File: src/rtl/mem_arbiter.sv
// rtl/mem_arbiter.sv - shares one single-port memory between instruction fetch and load/store
// ARB_RR_EN selects round-robin arbitration; undefined gives fixed data-over-instruction priority.
module mem_arbiter #(
  parameter int ADDR_W  = 32,
  parameter int DATA_W  = 32,
  parameter int MEM_LAT = 2
) (
  input  logic              iCLK,
  input  logic              iRST,
  input  logic              iIReq,
  input  logic [ADDR_W-1:0] iIAddr,
  output logic              oIGnt,
  output logic              oIValid,
  output logic [DATA_W-1:0] oIData,
  input  logic              iDReq,
  input  logic              iDWe,
  input  logic [3:0]        iDBe,
  input  logic [ADDR_W-1:0] iDAddr,
  input  logic [DATA_W-1:0] iDWData,
  output logic              oDGnt,
  output logic              oDValid,
  output logic [DATA_W-1:0] oDRData,
  output logic              oMReq,
  output logic              oMWe,
  output logic [3:0]        oMBe,
  output logic [ADDR_W-1:0] oMAddr,
  output logic [DATA_W-1:0] oMWData,
  input  logic [DATA_W-1:0] iMRData,
  output logic              oBusy
);

  localparam int CNT_W = $clog2(MEM_LAT + 1);
  localparam logic [CNT_W-1:0] LAT_MAX = CNT_W'(MEM_LAT);

  typedef enum logic [1:0] {IDLE, WAIT, RESP} stateT;

  stateT            state;
  logic [CNT_W-1:0] latCnt;
  logic             ownerD;
  logic             canArb;
  logic             selD;
  logic             grantI;
  logic             grantD;

`ifdef ARB_RR_EN
  logic lastI;

  always_comb selD = iDReq && (!iIReq || lastI);

  always_ff @(posedge iCLK or negedge iRST) begin
    if (!iRST)
      lastI <= 1'b1;
    else if (grantI || grantD)
      lastI <= grantI;
  end
`else
  always_comb selD = iDReq;
`endif

  // RESP arbitrates like IDLE; gating with iRST keeps every output low while reset is held.
  assign canArb = iRST && (state != WAIT);
  assign grantD = canArb && selD;
  assign grantI = canArb && iIReq && !selD;
  assign oIGnt  = grantI;
  assign oDGnt  = grantD;
  assign oBusy  = (state != IDLE);

  always_comb begin
    oMReq   = grantI || grantD;
    oMWe    = grantD && iDWe;
    oMBe    = grantD ? iDBe : (grantI ? 4'hF : 4'h0);
    oMAddr  = grantD ? iDAddr : (grantI ? iIAddr : '0);
    oMWData = grantD ? iDWData : '0;
  end

  always_ff @(posedge iCLK or negedge iRST) begin
    if (!iRST) begin
      state   <= IDLE;
      latCnt  <= '0;
      ownerD  <= 1'b0;
      oIValid <= 1'b0;
      oDValid <= 1'b0;
      oIData  <= '0;
      oDRData <= '0;
    end else begin
      oIValid <= 1'b0;
      oDValid <= 1'b0;
      case (state)
        WAIT: begin
          if (latCnt == LAT_MAX) begin
            state <= RESP;
            if (ownerD) begin
              oDRData <= iMRData;
              oDValid <= 1'b1;
            end else begin
              oIData  <= iMRData;
              oIValid <= 1'b1;
            end
          end else begin
            latCnt <= latCnt + CNT_W'(1);
          end
        end
        default: begin
          if (grantI || grantD) begin
            ownerD <= grantD;
            // A store completes on the grant edge, so it skips the latency wait.
            if (grantD && iDWe) begin
              state   <= RESP;
              oDValid <= 1'b1;
              latCnt  <= '0;
            end else begin
              state  <= WAIT;
              latCnt <= CNT_W'(1);
            end
          end else begin
            state  <= IDLE;
            latCnt <= '0;
          end
        end
      endcase
    end
  end

endmodule

File: config.mk
export PLATFORM = sky130hd
export DESIGN_NAME = mem_arbiter
export DESIGN_NICKNAME = d
export VERILOG_FILES = /design/src/rtl/mem_arbiter.sv
export SDC_FILE = /design/constraint.sdc
export NUM_CORES = 1
export LEC_CHECK = 0
export BUFFER_PORTS_ARGS = -buffer_cell sky130_fd_sc_hd__buf_2
export CAP_MARGIN = 20
export CORE_AREA = 2 2 108 110
export CTS_CLUSTER_SIZE = 10
export DETAILED_ROUTE_END_ITERATION = 6
export DIE_AREA = 0 0 110 112
export PLACE_DENSITY = 0.7
export SETUP_SLACK_MARGIN = 0.05
export SLEW_MARGIN = 10
export SYNTH_ARGS = -nofsm -noshare
export SYNTH_HDL_FRONTEND = slang
export SYNTH_SLANG_ARGS = --single-unit
File: constraint.sdc
create_clock -name iCLK -period 2.1 [get_ports iCLK]
set_input_delay 0.315 -clock iCLK [delete_from_list [all_inputs] [get_ports iCLK]]
set_output_delay 0.315 -clock iCLK [all_outputs]
set_load 0.1 [all_outputs]
==> flow_summary_export.csv, run 1 <==
group,metric,value,unit
global_route,antenna_found_initial,1,
placement,placed_cells,651,
finish,n_antenna_cell,0,
sta,finalSetupViolCount,12,
clock_network,clkSinkCount,71,
sta,slew_headroom,0.444,
yosys,synth_area_leader_cell,"dfrtp_1",
floorplan,fp-row-count,39,
yosys,synth_xor_xnor_area_share,0.00263,
worst_setup_path,worst_setup_path_start_kind,"register",
yosys,synth_enable_flop_cells,0,
drt,routedWlPerCell,19.4,µm
sta,drv_slew,0,
sta,setup_ws,-0.0223,ns
sta,final_hold_viol_count,0,
yosys,synth_top_cells_by_count,"dfrtp_1 (71), mux2_2 (62), a22o_1 (33), and2_1 (33)",
floorplan,dieArea,0.0123,mm²
yosys,synth_flop_cell,"dfrtp_1",
clock_network,cts_tree,"yes",
yosys,synth.most_common_cell,"dfrtp_1",
clock_network,cts_buffers,9,
worst_setup_path,worstPathRequired,1.78,ns
worst_setup_path,rrSetupSlack,0.25,ns
yosys,ys_warn_count,0,
drt,vias,3239,
yosys,ys_top_cells_by_area,"dfrtp_1 (53%), mux2_2 (21%), a22o_1 (8.7%)",
yosys,async_reset_ff_frac,1.00,
floorplan,start_util,0.298,
worst_setup_path,cp.arrival,1.81,ns
sta,period_minus_slack,2.12,ns
flow_run,cap_violations,0,
sta,rsz0062_at_grt,"true",
yosys,synth_fa_ha_area_frac,0.00375,
global_route,grt_pass1_wl,18600,µm
status,status,"finished with violations",
finish,area_delta_synth_final,108,%
drt,detail_route.iter0.violations,119,
floorplan,die_h,112,µm
drt,drc_errors,0,
sta,fmaxAchievable,0.471,GHz
floorplan,fp.coreArea,0.0112,mm²
global_route,overflow,0,
yosys,synth_area,0.00333,mm²
yosys,synthMuxAreaShare,0.216,
yosys,yosys.area_share.simple,0.0946,
placement,gp_congestion,0.744,
sta,hold_slack,0.237,ns
sta,skew,0.00600,ns
status,violations,"negative setup slack",
drt,via_per_inst,4.71,
finish,drive_gt1_frac,0.833,
yosys,netlist_instances,246,
clock_network,htreeDepth,3,
clock_network,root_buffer,"clkbuf_16",
drt,routed_wl,13300,µm
yosys,synth_top_family_by_area,"multiplexers",
drt,detail-route-antenna-nets,0,
floorplan,die_w,110,µm
floorplan,ioPinCount,276,
yosys,synth.ff_latch_count,71,
clock_network,clkTransAtPathRegs,0.06,ns
placement,portBuffers,275,
drt,dr.pass1.iters,4,
yosys,postSynthAreaPerCell,13.6,µm²
sta,tightest_slew,0.834,ns
finish,final_cell_count_no_fill,687,
clock_network,cts_buffer_depth,2,
yosys,synth_compound_area_frac,0.107,
sta,tns,-0.0648,ns
global_route,grt_use_total,0.202,
clock_network,clk_latency,0.32,ns
global_route,grt_pass1_vias,3426,
finish,num-nets-final,678,
yosys,syn-num-nets,384,
yosys,ys_seq_area_frac,0.533,
placement,hpwl,9520,µm
hold_path,min_path_type,"primary input to register",
worst_setup_path,crit_type,"register to output port",
placement,pre_cts_slack,0.223,ns
sta,period_share,1.01,
global_route,grt_max_degree,67,
yosys,synth_top_cell_area_share,0.533,
worst_setup_path,end_kind,"output port",
worst_setup_path,cp_max_fo,7,
yosys,synth_cell_types,27,
-- cell usage in the layout, fill, tap and decap left out, types with 5 or more instances in the layout --
master	count
and2_4	28
buf_16	5
buf_12	76
mux2_2	62
a22o_2	6
buf_6	6
clkbuf_16	13
buf_2	203
dfrtp_1	71
and2_2	5
a22o_4	24
buf_4	7
-- cell type report --
cell class | instances | area [µm²]
clock buffer | 10 | 229
clock inverter | 5 | 108
fill | 854 | 4230
inverter | 1 | 3.75
multi-input combinational | 155 | 1750
sequential | 71 | 1780
tap | 143 | 179
timing repair buffer | 302 | 2910
-- what timing repair did --
action                     4_1_cts  5_1_grt
cloned                           5        4
setup endpoints to repair       70       71
gates resized for setup         42       25
hold endpoints to repair         5        0
hold buffers                     1        0
setup buffers                    8        3
pin swaps                        7        2
-- final timing paths --
| check | end | startpoint | cells past startpoint |
|---|---|---|---|
| setup / recovery | oMAddr[1] | state[0]$_DFFE_PN0P_ | 6 |
| hold / removal | oDRData[9]$_DFFE_PN0P_ | iMRData[9] | 2 |
| setup reg to reg | oDRData[2]$_DFFE_PN0P_ | latCnt[0]$_DFFE_PN0P_ | 4 |
| hold reg to reg | oIData[3]$_DFFE_PN0P_ | oIData[3]$_DFFE_PN0P_ | 1 |
| max in group asynchronous | oDValid$_DFF_PN0_ | iRST | 2 |
| min in group asynchronous | oDRData[30]$_DFFE_PN0P_ | iRST | 2 |
-- worst max-delay path: stages, from the launching register on --
cell     delay [ns]
dfrtp_1        0.38
and2b_2        0.23
nor3_4         0.24
buf_6          0.15
buf_12         0.13
a22o_1         0.18
buf_12         0.18
-- per-layer routing --
layer  vias up  global-route usage  routed length [µm]
met5         -                   0                  14
met4         2              0.0633                 272
met3        19              0.0615                1040
met2       148               0.380                7270
met1      1600               0.207                4710
li1       1470                   -                   -
-- flip-flops by register name, indices dropped and copies added (netlist names) --
signal	count
latCnt	2
oDRData	32
oDValid	1
oIData	32
oIValid	1
ownerD	1
state	2
-- stage by stage --
stage / area (µm²) / util
5_1_grt: 6950 / 0.622
6_report: 6950 / 0.622
2_1_floorplan: 3430 / -
3_3_place_gp: 6000 / 0.537
4_1_cts: 6740 / 0.603
3_5_place_dp: 6000 / 0.537
-- cell families (layout without fill, tap and decap cells) --
kind of cell | Yosys count | count (layout)
muxes | 64 | 64
buffers and inverters | 20 | 318
xor gates and xnor gates | 1 | 1
adders and majority gates | 1 | 1
AOI/OAI and AO/OA | 43 | 43
and+or+nand+nor | 46 | 46
DFF | 71 | 71
Power of run 1 is not shown: default switching activity piles up to over one toggle a cycle in this logic, so the estimate is an artifact.
==> run 2: changes to the inputs <==
Settings changed: PLACE_DENSITY 0.7 to default.
==> flow_summary_export.csv, run 2 (same netlist as run 1, synthesis figures left out) <==
group,metric,value,unit
sta,period_minus_slack,2.13,ns
clock_network,clk_latency,0.33,ns
hold_path,hold_depth,2,
global_route,met1_usage,0.229,
sta,drv_slew,0,
hold_path,min_from,"iMRData[4]",
finish,reg_top3,"oDRData (32), oIData (32)",
sta,final_hold_viol_count,0,
worst_setup_path,r2r_end,"oIData[24]$_DFFE_PN0P_",
floorplan,start_util,0.298,
floorplan,dieArea,0.0123,mm²
sta,setup_ws,-0.0274,ns
placement,gp_congestion,0.822,
floorplan,ioPinCount,276,
worst_setup_path,worstPathRequired,1.78,ns
sta,period_share,1.01,
clock_network,clkSinkCount,71,
finish,n_fill_cell,902,
floorplan,die_h,112,µm
finish,area_delta_synth_final,103,%
global_route,grt_max_degree,73,
worst_setup_path,crit_type,"register to output port",
sta,rsz0062_at_grt,"true",
worst_setup_path,crit_path_frequent_cell,"buf_12",
worst_setup_path,reg2reg_depth,5,
sta,slew_headroom,0.410,
finish,drive_gt1_frac,0.838,
sta,skew,0.00735,ns
global_route,grt.met3_usage,0.0591,
placement,pre_cts_slack,0.155,ns
drt,dr.pass1.iters,4,
clock_network,hold_buffers,0,
worst_setup_path,cp_max_fo,20,
placement,hpwl,10100,µm
clock_network,htreeDepth,3,
floorplan,fp-row-count,39,
placement,portBuffers,275,
global_route,grt_use_total,0.206,
finish,n_antenna_cell,0,
drt,via_per_inst,4.73,
worst_setup_path,cp_cell_sequence,"buf_4 -> nand2b_4 -> and3_4 -> buf_12 -> a22o_2 -> buf_12",
clock_network,cts_buffer_depth,2,
finish,mostFrequentLayoutCell,"buf_2",
finish,num-nets-final,671,
global_route,busiest_layer,"met2",
floorplan,fp.coreArea,0.0112,mm²
global_route,met2_usage,0.362,
global_route,antenna_found_initial,0,
drt,detail_route.iter0.violations,126,
sta,fmaxAchievable,0.470,GHz
worst_setup_path,worst_setup_path_start_kind,"register",
drt,detail-route-antenna-nets,0,
sta,tightest_slew,0.886,ns
worst_setup_path,rrSetupSlack,0.29,ns
worst_setup_path,cpPeakStageDelay,0.39,ns
drt,routedWlPerCell,19.7,µm
finish,post-route-util,0.606,
clock_network,cts_tree,"yes",
clock_network,root_buffer,"clkbuf_16",
hold_path,hold_path_end,"oIData[4]$_DFFE_PN0P_",
clock_network,cts_buffers,9,
drt,vias,3221,
drt,routed_wl,13400,µm
clock_network,clkTransAtPathRegs,0.06,ns
status,status,"finished with violations",
drt,drc_errors,0,
status,violations,"negative setup slack",
finish,final_cell_mix,"buf_2 (203), buf_12 (76), dfrtp_1 (71)",
global_route,overflow,0,
worst_setup_path,cp.arrival,1.81,ns
worst_setup_path,end_kind,"output port",
floorplan,die_w,110,µm
worst_setup_path,regToRegStartpoint,"latCnt[0]$_DFFE_PN0P_",
global_route,grt_pass1_vias,3359,
flow_run,cap_violations,0,
sta,finalSetupViolCount,24,
global_route,grt_pass1_wl,19000,µm
hold_path,min_path_type,"primary input to register",
worst_setup_path,cp_slowest_cell,"dfrtp_1",
-- run 2: cell types whose count changed in the layout (fill, tap and decap cells not counted), sizes merged --
| cell | delta |
|---|---|
| clkinv | +2 |
| clkbuf | -2 |
| inv | +1 |
| dlygate4sd3 | -1 |
| buf | -5 |
| bufinv | -1 |
-- run 2: through the flow --
| stage | area [µm²] | cells | hold slack (ns) | TNS [ns] |
|---|---|---|---|---|
| final | 6770 | 681 | 0.220 | -0.385 |
| after floorplan | 3430 | 246 | 0.0194 | 0 |
| after CTS | 6520 | 676 | 0.210 | -0.328 |
| after global placement | 6020 | 654 | 0.469 | 0 |
| after global routing | 6770 | 681 | 0.224 | -3.78 |
| after detailed placement | 6020 | 654 | 0.483 | 0 |
-- run 2: cell type report --
cell class	instances	area [µm²]	share of cell area
Clock inverter	7	96.3	0.0142
Tap cell	143	179	0.0264
Multi-Input combinational cell	155	1730	0.256
Inverter	1	3.75	0.000554
Sequential cell	71	1780	0.262
Timing Repair Buffer	295	2760	0.407
Clock buffer	9	225	0.0333
-- run 2: worst max path at each step --
stage	end	cells after the start	start	slack, ns
floorplan	oMWData[12]	4	state[0]$_DFFE_PN0P_	0.009
global route	oMAddr[27]	6	state[0]$_DFFE_PN0P_	-0.11
CTS	oMAddr[20]	6	state[0]$_DFFE_PN0P_	-0.04
global placement	oMAddr[1]	5	state[0]$_DFFE_PN0P_	0.17
detailed placement	oMAddr[1]	5	state[0]$_DFFE_PN0P_	0.16
finish	oMAddr[28]	6	state[0]$_DFFE_PN0P_	-0.03
-- run 2: timing repair --
item | 4_1_cts | 5_1_grt
resized for setup | 17 | 43
buffers inserted | 4 | 1
gates cloned | 2 | 4
endpoints found under the setup margin | 63 | 45
pin swaps | 2 | 25
-- run 2: critical path, delay by kind of cell (launching register included) --
kind | cells | cell delay (ns)
buf+inv | 3 | 0.54
flops | 1 | 0.39
simple gates | 2 | 0.36
compound gates | 1 | 0.20
-- run 2: layer usage --
metal | wire length, µm | vias to the layer above
met1 | 4610 | 1601
met4 | 373 | 0
met5 | 0 | -
li1 | - | 1456
met3 | 1230 | 22
met2 | 7240 | 142
Power of run 2 is left out for the same reason.
